File: src/rtl/mmio_ram.sv
// mmio_ram: single-port data RAM for the game processor.
// The lowest NUM_INPUTS addresses are status words. Each one shows a synchronised
// game input level in bit 0 and a sticky rising-edge flag in bit 1. Writing a 1
// to bit 1 clears the flag. After reset, a hardware sweep zeroes the whole array.
// The CPU cannot access the RAM until the sweep has finished.
module mmio_ram #(
    parameter int DATA_WIDTH    = 32,
    parameter int ADDRESS_WIDTH = 12,
    parameter int DEPTH         = 64,
    parameter int NUM_INPUTS    = 4
) (
    input  logic                     clk,
    input  logic                     reset_n,
    input  logic                     wEn,
    input  logic [ADDRESS_WIDTH-1:0] addr,
    input  logic [DATA_WIDTH-1:0]    dataIn,
    output logic [DATA_WIDTH-1:0]    dataOut,
    input  logic [NUM_INPUTS-1:0]    inputs,
    output logic                     busy
);

    localparam int PTR_W = (DEPTH > 1) ? $clog2(DEPTH) : 1;
    localparam logic [ADDRESS_WIDTH:0] DEPTH_L  = (ADDRESS_WIDTH+1)'(DEPTH);
    localparam logic [ADDRESS_WIDTH:0] NUM_L    = (ADDRESS_WIDTH+1)'(NUM_INPUTS);
    localparam logic [PTR_W-1:0]       LAST_PTR = PTR_W'(DEPTH - 1);

    typedef enum logic {
        CLEAR = 1'b0,
        RUN   = 1'b1
    } state_t;

    state_t                  state_q, state_d;
    logic [PTR_W-1:0]        ptr_q, ptr_d;
    logic [DATA_WIDTH-1:0]   mem [DEPTH];
    logic [DATA_WIDTH-1:0]   dataOut_q, dataOut_d;
    logic [NUM_INPUTS-1:0]   s1_q, s2_q, s3_q, edge_q, edge_d;

    logic [ADDRESS_WIDTH:0]  addrExt;
    logic [PTR_W-1:0]        addrIdx;
    logic                    inStatus;
    logic                    inArray;
    logic                    running;
    logic [NUM_INPUTS-1:0]   hitMask;
    logic [NUM_INPUTS-1:0]   clrMask;
    logic [DATA_WIDTH-1:0]   statusWord;
    logic                    memWe;
    logic [PTR_W-1:0]        memWAddr;
    logic [DATA_WIDTH-1:0]   memWData;

    // Decode the address region. The extra top bit keeps the comparisons safe when DEPTH == 2**ADDRESS_WIDTH.
    assign addrExt  = {1'b0, addr};
    assign addrIdx  = addr[PTR_W-1:0];
    assign inStatus = addrExt < NUM_L;
    assign inArray  = !inStatus && (addrExt < DEPTH_L);
    assign running  = (state_q == RUN);
    assign busy     = !reset_n || !running;
    assign dataOut  = dataOut_q;

    // Sweep controller: walk the pointer once across the array, then settle in RUN.
    always_comb begin
        state_d = state_q;
        ptr_d   = ptr_q;
        if (state_q == CLEAR) begin
            ptr_d = ptr_q + PTR_W'(1);
            if (ptr_q == LAST_PTR) begin
                state_d = RUN;
                ptr_d   = '0;
            end
        end
    end

    // Sweep state and pointer registers. Reset always restarts the sweep from address 0.
    always_ff @(posedge clk) begin
        if (!reset_n) begin
            state_q <= CLEAR;
            ptr_q   <= '0;
        end else begin
            state_q <= state_d;
            ptr_q   <= ptr_d;
        end
    end

    // Status word read mux and edge-flag update. A new edge takes priority over a simultaneous clear.
    always_comb begin
        hitMask    = '0;
        statusWord = '0;
        for (int i = 0; i < NUM_INPUTS; i++) begin
            hitMask[i] = (addrExt == (ADDRESS_WIDTH+1)'(i));
        end
        for (int i = 0; i < NUM_INPUTS; i++) begin
            if (hitMask[i]) begin
                statusWord[0] = s2_q[i];
                statusWord[1] = edge_q[i];
            end
        end
        clrMask = (running && wEn && dataIn[1]) ? hitMask : '0;
        edge_d  = running ? ((edge_q & ~clrMask) | (s2_q & ~s3_q)) : edge_q;
    end

    // Input synchroniser, history and sticky edge flags.
    always_ff @(posedge clk) begin
        if (!reset_n) begin
            s1_q   <= '0;
            s2_q   <= '0;
            s3_q   <= '0;
            edge_q <= '0;
        end else begin
            s1_q   <= inputs;
            s2_q   <= s1_q;
            s3_q   <= s2_q;
            edge_q <= edge_d;
        end
    end

    // Array write port: the sweep owns it while clearing, and the CPU owns it afterwards.
    always_comb begin
        memWe    = 1'b0;
        memWAddr = ptr_q;
        memWData = '0;
        if (state_q == CLEAR) begin
            memWe = 1'b1;
        end else if (wEn && inArray) begin
            memWe    = 1'b1;
            memWAddr = addrIdx;
            memWData = dataIn;
        end
    end

    // Array storage. It has no reset of its own; the sweep provides the clearing.
    always_ff @(posedge clk) begin
        if (reset_n && memWe) begin
            mem[memWAddr] <= memWData;
        end
    end

    // Registered read data. It is forced to 0 while busy and holds its value across writes.
    always_comb begin
        dataOut_d = dataOut_q;
        if (!running) begin
            dataOut_d = '0;
        end else if (!wEn) begin
            if (inStatus) begin
                dataOut_d = statusWord;
            end else if (inArray) begin
                dataOut_d = mem[addrIdx];
            end else begin
                dataOut_d = '0;
            end
        end
    end

    // Read data output register.
    always_ff @(posedge clk) begin
        if (!reset_n) begin
            dataOut_q <= '0;
        end else begin
            dataOut_q <= dataOut_d;
        end
    end

endmodule

File: config.mk
export PLATFORM = sky130hd
export DESIGN_NAME = mmio_ram
export DESIGN_NICKNAME = d
export VERILOG_FILES = /design/src/rtl/mmio_ram.sv
export SDC_FILE = /design/constraint.sdc
export NUM_CORES = 2
export LEC_CHECK = 0
export CAP_MARGIN = 20
export CORE_ASPECT_RATIO = 2
export CORE_MARGIN = 5
export CORE_UTILIZATION = 65
export CTS_CLUSTER_SIZE = 40
export DETAILED_ROUTE_END_ITERATION = 6
export DONT_BUFFER_PORTS = 1
export HOLD_SLACK_MARGIN = 0.05
export PLACE_DENSITY_LB_ADDON = 0.05
export SYNTH_ARGS = -nofsm -noshare
export SYNTH_HDL_FRONTEND = slang
export SYNTH_SLANG_ARGS = --single-unit
File: constraint.sdc
create_clock -name clk -period 15.8 [get_ports clk]
set_input_delay 3.16 -clock clk [delete_from_list [all_inputs] [get_ports clk]]
set_output_delay 3.16 -clock clk [all_outputs]
set_load 0.03 [all_outputs]
## Word level (Yosys, flattened, before mapping)

Memories as Yosys holds them, arrays and structs flattened.
Index checks and enable logic that the tools add are counted.
W data, S select, Z words.

| cells by class | value |
|---|---|
| add/subtract/negate cells | 1 |
| magnitude comparators | 2 |
| equality and inequality tests | 4 |
| multiplexer cells | 18 |
| bitwise operators | 5 |
| reduce and logical (&&, ||, !) cells | 11 |

Operators by type and width:

| kind | count |
|---|---|
| $mux W32 | 4 |
| $eq A12 B2 Y1 const B | 2 |
| $mux W6 | 3 |
| $logic_not A13 Y1 | 1 |
| $eq A12 B1 Y1 const B | 1 |
| $lt A12 B3 Y1 const B | 1 |
| $lt A12 B7 Y1 const B | 1 |
| $and A4 B4 Y4 | 2 |
| $mux W2 | 4 |
| $not A4 Y4 | 2 |
| $add A6 B1 Y6 const B | 1 |
| $eq A6 B6 Y1 const B | 1 |
| $mux W1 | 6 |
| $logic_and A1 B1 Y1 | 5 |
| $mux W4 | 1 |
| $or A4 B4 Y4 | 1 |
| $logic_not A1 Y1 | 3 |
| $reduce_and A2 Y1 | 1 |
| $logic_or A1 B1 Y1 | 1 |

| storage, ports and cells | value |
|---|---|
| flip-flop bits (word level) | 55 |
| RAM bits | 2048 |
| bits of input ports | 51 |
| output and inout port bits | 33 |
| word-level logic and storage cells | 49 |
| memories | 1 |

Memories:

| memory | depth | bits a word | read ports | clocked after memory_dff | wr ports | RTL line | text |
|---|---|---|---|---|---|---|---|
| mem | 64 | 32 | 1 | 0 | 1 | 34 | `logic [DATA_WIDTH-1:0] mem [DEPTH];` |

## Logic depth before layout (Yosys ltp)

| logic depth | value |
|---|---|
| word-level depth | 9 |
| gate-level depth with buffers | 12 |
| depth with buffers taken out | 6 |

## Least setup slack after synthesis

No wires, ideal clock.

| path | value |
|---|---|
| path type | input -> register |
| start | in addr[7] |
| end | mem mem[47][0], enable pin |
| data arrival time | 6.807 ns |
| data required time | 15.339 ns |
| slack | 8.532 ns |
| cell stages on the path | 7 |
| buffers on the path | 1 |
| path through | nor4_2 > and4_1 > buf_6 > mux2i_4 > nor3b_2 > nand2_1 > nor3_1 |

| on the way | value |
|---|---|
| cells in the longest elaborated chain, start to end | 9 |

Ends and longest elaborated chain:

| element | RTL line | text |
|---|---|---|
| from (decl) | 15 | `input logic [ADDRESS_WIDTH-1:0] addr,` |
| $lt A12 B3 Y1 | 53 | `assign inStatus = addrExt < NUM_L;` |
| $logic_not A1 Y1 | 54 | `assign inArray = !inStatus && (addrExt < DEPTH_L);` |
| $logic_and A1 B1 Y1 * | 54 |  |
| $logic_and A1 B1 Y1 * | 122 | `end else if (wEn && inArray) begin` |
| $mux W1 | 122 |  |
| $mux W1 | 120 | `if (state_q == CLEAR) begin` |
| $logic_and A1 B1 Y1 | 131 | `if (reset_n && memWe) begin` |
| $mux W1 | 131 |  |
| $mux W1 (implied by the code) | 132 | `mem[memWAddr] <= memWData;` |
| to (decl) | 34 |  |

Every way passes the cells marked *; elsewhere a longest branch is shown, timed or not.

## Worst setup path in the final report

| path | value |
|---|---|
| start | in addr[0] |
| end | reg dataOut_q[14] (netlist: dataOut[14]) |

| on the way | value |
|---|---|
| cells in the longest elaborated chain, start to end | 5 |

Ends and longest elaborated chain:

| element | RTL line | text |
|---|---|---|
| $lt A12 B3 Y1 | 53 |  |
| $logic_not A1 Y1 | 54 |  |
| $logic_and A1 B1 Y1 | 54 |  |
| $mux W32 | 144 | `end else if (inArray) begin` |
| $mux W32 * | 142 | `if (inStatus) begin` |
| to (signal assigned) | 157 | `dataOut_q <= dataOut_d;` |
| to (decl) | 35 | `logic [DATA_WIDTH-1:0] dataOut_q, dataOut_d;` |

Marked as above.
A chain may end at the register's enable or synchronous reset.

==> flow_summary.yaml <==
route:
  vias_per_cell: 7.14
  drc: 0
  totalWireLength_um: 228000
  drt_iter0_drc: 6543
  firstDrtPassIters: 6
  vias: 40800
  wl_per_cell_um: 39.9
  ant_nets: 0
die:
  die_y_um: 509
  start_util: 0.653
  die_x_um: 260
  design.die.area_um2: 132000
  core_area_um2: 124000
  rows: 183
  io_pins: 84
sta:
  hold_viol: 0
  maxSlewViolCount: 386
  rsz0062_at_grt: "no"
  setup_viol: 0
  clock-skew-final_ns: 0.0216
  fin_crit_sh: 0.519
  tightest_slew_ns: 3.62
  min_period_ns: 8.20
  max_clock_freq_mhz: 122
  relSlewSlack: -1.41
  final.setup.tns_ns: 0
synth:
  syn-num-nets: 3928
  syn_area_per_cell_um2: 20.9
  synthDistinctLibCells: 70
  synth_async_sr_flop_share: 0
  synthFlopType: "edfxtp_1"
  yosysWarnings: 0
  ys_ff_latch: 2099
  synth_cells: 3876
  ys_seq_area_frac: 0.771
  synthesis.area_um2: 81100
  synth_edf_count: 2044
global_route:
  grt_max_degree: 605
  grt_pass1_wl_um: 316000
  grt_pass1_vias: 40700
  grt_usage: 0.348
  grt_overflow_total: 0
  grt_antenna_before_repair: 14
clocking:
  clkLatencyLatePin_ns: 0.81
  clockRootBuffer: "clkbuf_16"
  cts_tree: "built"
  cts_made_buffers: 167
  post_cts_buffers: 0
  clk_pin_slew_worst_paths_ns: 0.07
  clock-sinks: 2099
  cts_hold_buf: 0
  cts-htree-levels: 4
  cts-resized-gates: 0
  clock_path_buffers: 3
finish:
  syn2layout_area_growth_pct: 9.62
  final_nets: 3956
  drive_above_1_share: 0.225
  layout.cells.non_filler: 5710
power:
  p_leak_nw: 29.0
  p_per_area_nw_per_um2: 118
  irDropWorstVdd_uv: 115
setup_path:
  worstPathMaxFanout: 146
  startpoint_type: "input pin"
  crit_type: "input pin to flop"
  required_ns: 16.45
  cp-end-kind: "flop"
  r2r_slack_ns: 11.07
  worstPathArrival_ns: 8.85
placement:
  numPortBuffers: 0
  place_inst: 5385
  gp_congestion: 0.981
  hpwl_um: 137000
outcome:
  status: "finished, violations left"
  violations: "slew limit"
job:
  maxCapViolations: 0
min_path:
  hp-class: "flop to flop"
==> power by group <==
group	internal [mW]	switching, mW
Clock	2.26	1.93
Sequential	6.03	0.00572
Combinational	0.111	0.164
==> through the flow <==
stage / power (mW) / area [µm²] / hold slack (ns) / setup WS [ns] / util
after CTS: 10.5 / 88500 / 0.452 / 8.94 / 0.713
final: 10.5 / 88900 / 0.454 / 7.60 / 0.716
after global placement: 6.37 / 82800 / 0.434 / 8.27 / 0.667
after detailed placement: 6.37 / 83100 / 0.428 / 8.19 / 0.670
after floorplan: 6.36 / 81100 / 0.412 / 8.53 / -
after global routing: 10.7 / 88900 / 0.474 / 7.26 / 0.716
==> path summary, 6_finish.rpt <==
| path | end | from | cells past startpoint |
|---|---|---|---|
| min reg2reg | s2_q[0] | s1_q[0] | 1 |
| max | dataOut[14] | addr[0] | 12 |
| max reg2reg | mem[32][23] | running | 6 |
| min | s2_q[0] | s1_q[0] | 1 |
==> critical path, cell delays in order <==
cell and delay, ns:
buf_16 0.60, buf_16 0.70, buf_16 0.74, buf_16 0.76, mux2i_1 0.32, a21oi_1 0.10
a2111oi_0 0.82, buf_4 0.22, a2111oi_0 0.07, dlymetal6s2s_1 0.25, o21ai_0 0.40, nand3_1 0.15
==> cell usage after synthesis (6+ instances only) <==
cell / number / share of area
o21ai_0: 34 / 0.0021
nor4_1: 6 / 0.00046
nand4_1: 12 / 0.00093
mux4_2: 457 / 0.13
a31oi_1: 31 / 0.0024
mux2i_1: 182 / 0.022
a22oi_1: 56 / 0.0052
nand2_1: 211 / 0.0098
a2111oi_0: 12 / 0.0013
or3_1: 6 / 0.00046
and2_1: 51 / 0.0039
dfxtp_1: 55 / 0.014
buf_4: 38 / 0.0035
nand2b_1: 16 / 0.0012
o22ai_1: 29 / 0.0022
edfxtp_1: 2044 / 0.76
nor2b_1: 15 / 0.0012
a211oi_1: 28 / 0.0026
buf_6: 30 / 0.0042
o221ai_1: 11 / 0.0012
a221oi_1: 11 / 0.0012
nand3_1: 65 / 0.0040
a21oi_1: 92 / 0.0057
mux2_2: 17 / 0.0024
o311ai_0: 6 / 0.00065
clkbuf_1: 78 / 0.0036
a22o_1: 6 / 0.00065
a32oi_1: 13 / 0.0014
buf_1: 20 / 0.00093
buf_2: 49 / 0.0030
nor3_1: 16 / 0.00099
nor2_1: 109 / 0.0050
==> per-layer routing <==
layer | part of all wire | track usage | routed length (µm)
met4 | 0.090 | 0.231 | 20400
met2 | 0.49 | 0.556 | 111000
met1 | 0.32 | 0.435 | 73000
met3 | 0.10 | 0.0761 | 23000
met5 | 0.00012 | 0 | 27
==> area by class of cell <==
class | count | area (µm²)
clock inverters | 83 | 728
well taps | 1665 | 2080
clock buffers | 223 | 4690
repair buffers | 75 | 961
diodes | 4 | 10.0
flip-flops and latches | 2099 | 62500
inverters | 6 | 27.5
multi-input cells | 1555 | 17900
fillers | 7441 | 35200
==> layout by cell type, fill, tap and decap left out, types with 55 or more instances in the layout <==
cell type  instances
a22oi_1           56
clkbuf_16        176
nand2_1          211
nor2_4            62
edfxtp_1        2044
nand3_1           65
a21oi_1           92
mux2i_1          182
mux4_2           457
dfxtp_1           55
==> sequential cells by signal, summed over array words and instances (netlist names) <==
name	count
s2_q	4
running	1
mem	2044
s1_q	4
s3_q	4
dataOut	32
ptr_q	6
edge_q	4
==> cell families after synthesis <==
family,synth area share
and+or+nand+nor,0.0304
AOI/OAI and AO/OA,0.0299
adders and majority gates,0.000154
muxes,0.153
DFF,0.771
buffers and inverters,0.0156
xor gates and xnor gates,0.000216
Note: power is estimated with default switching activity, not from simulation.
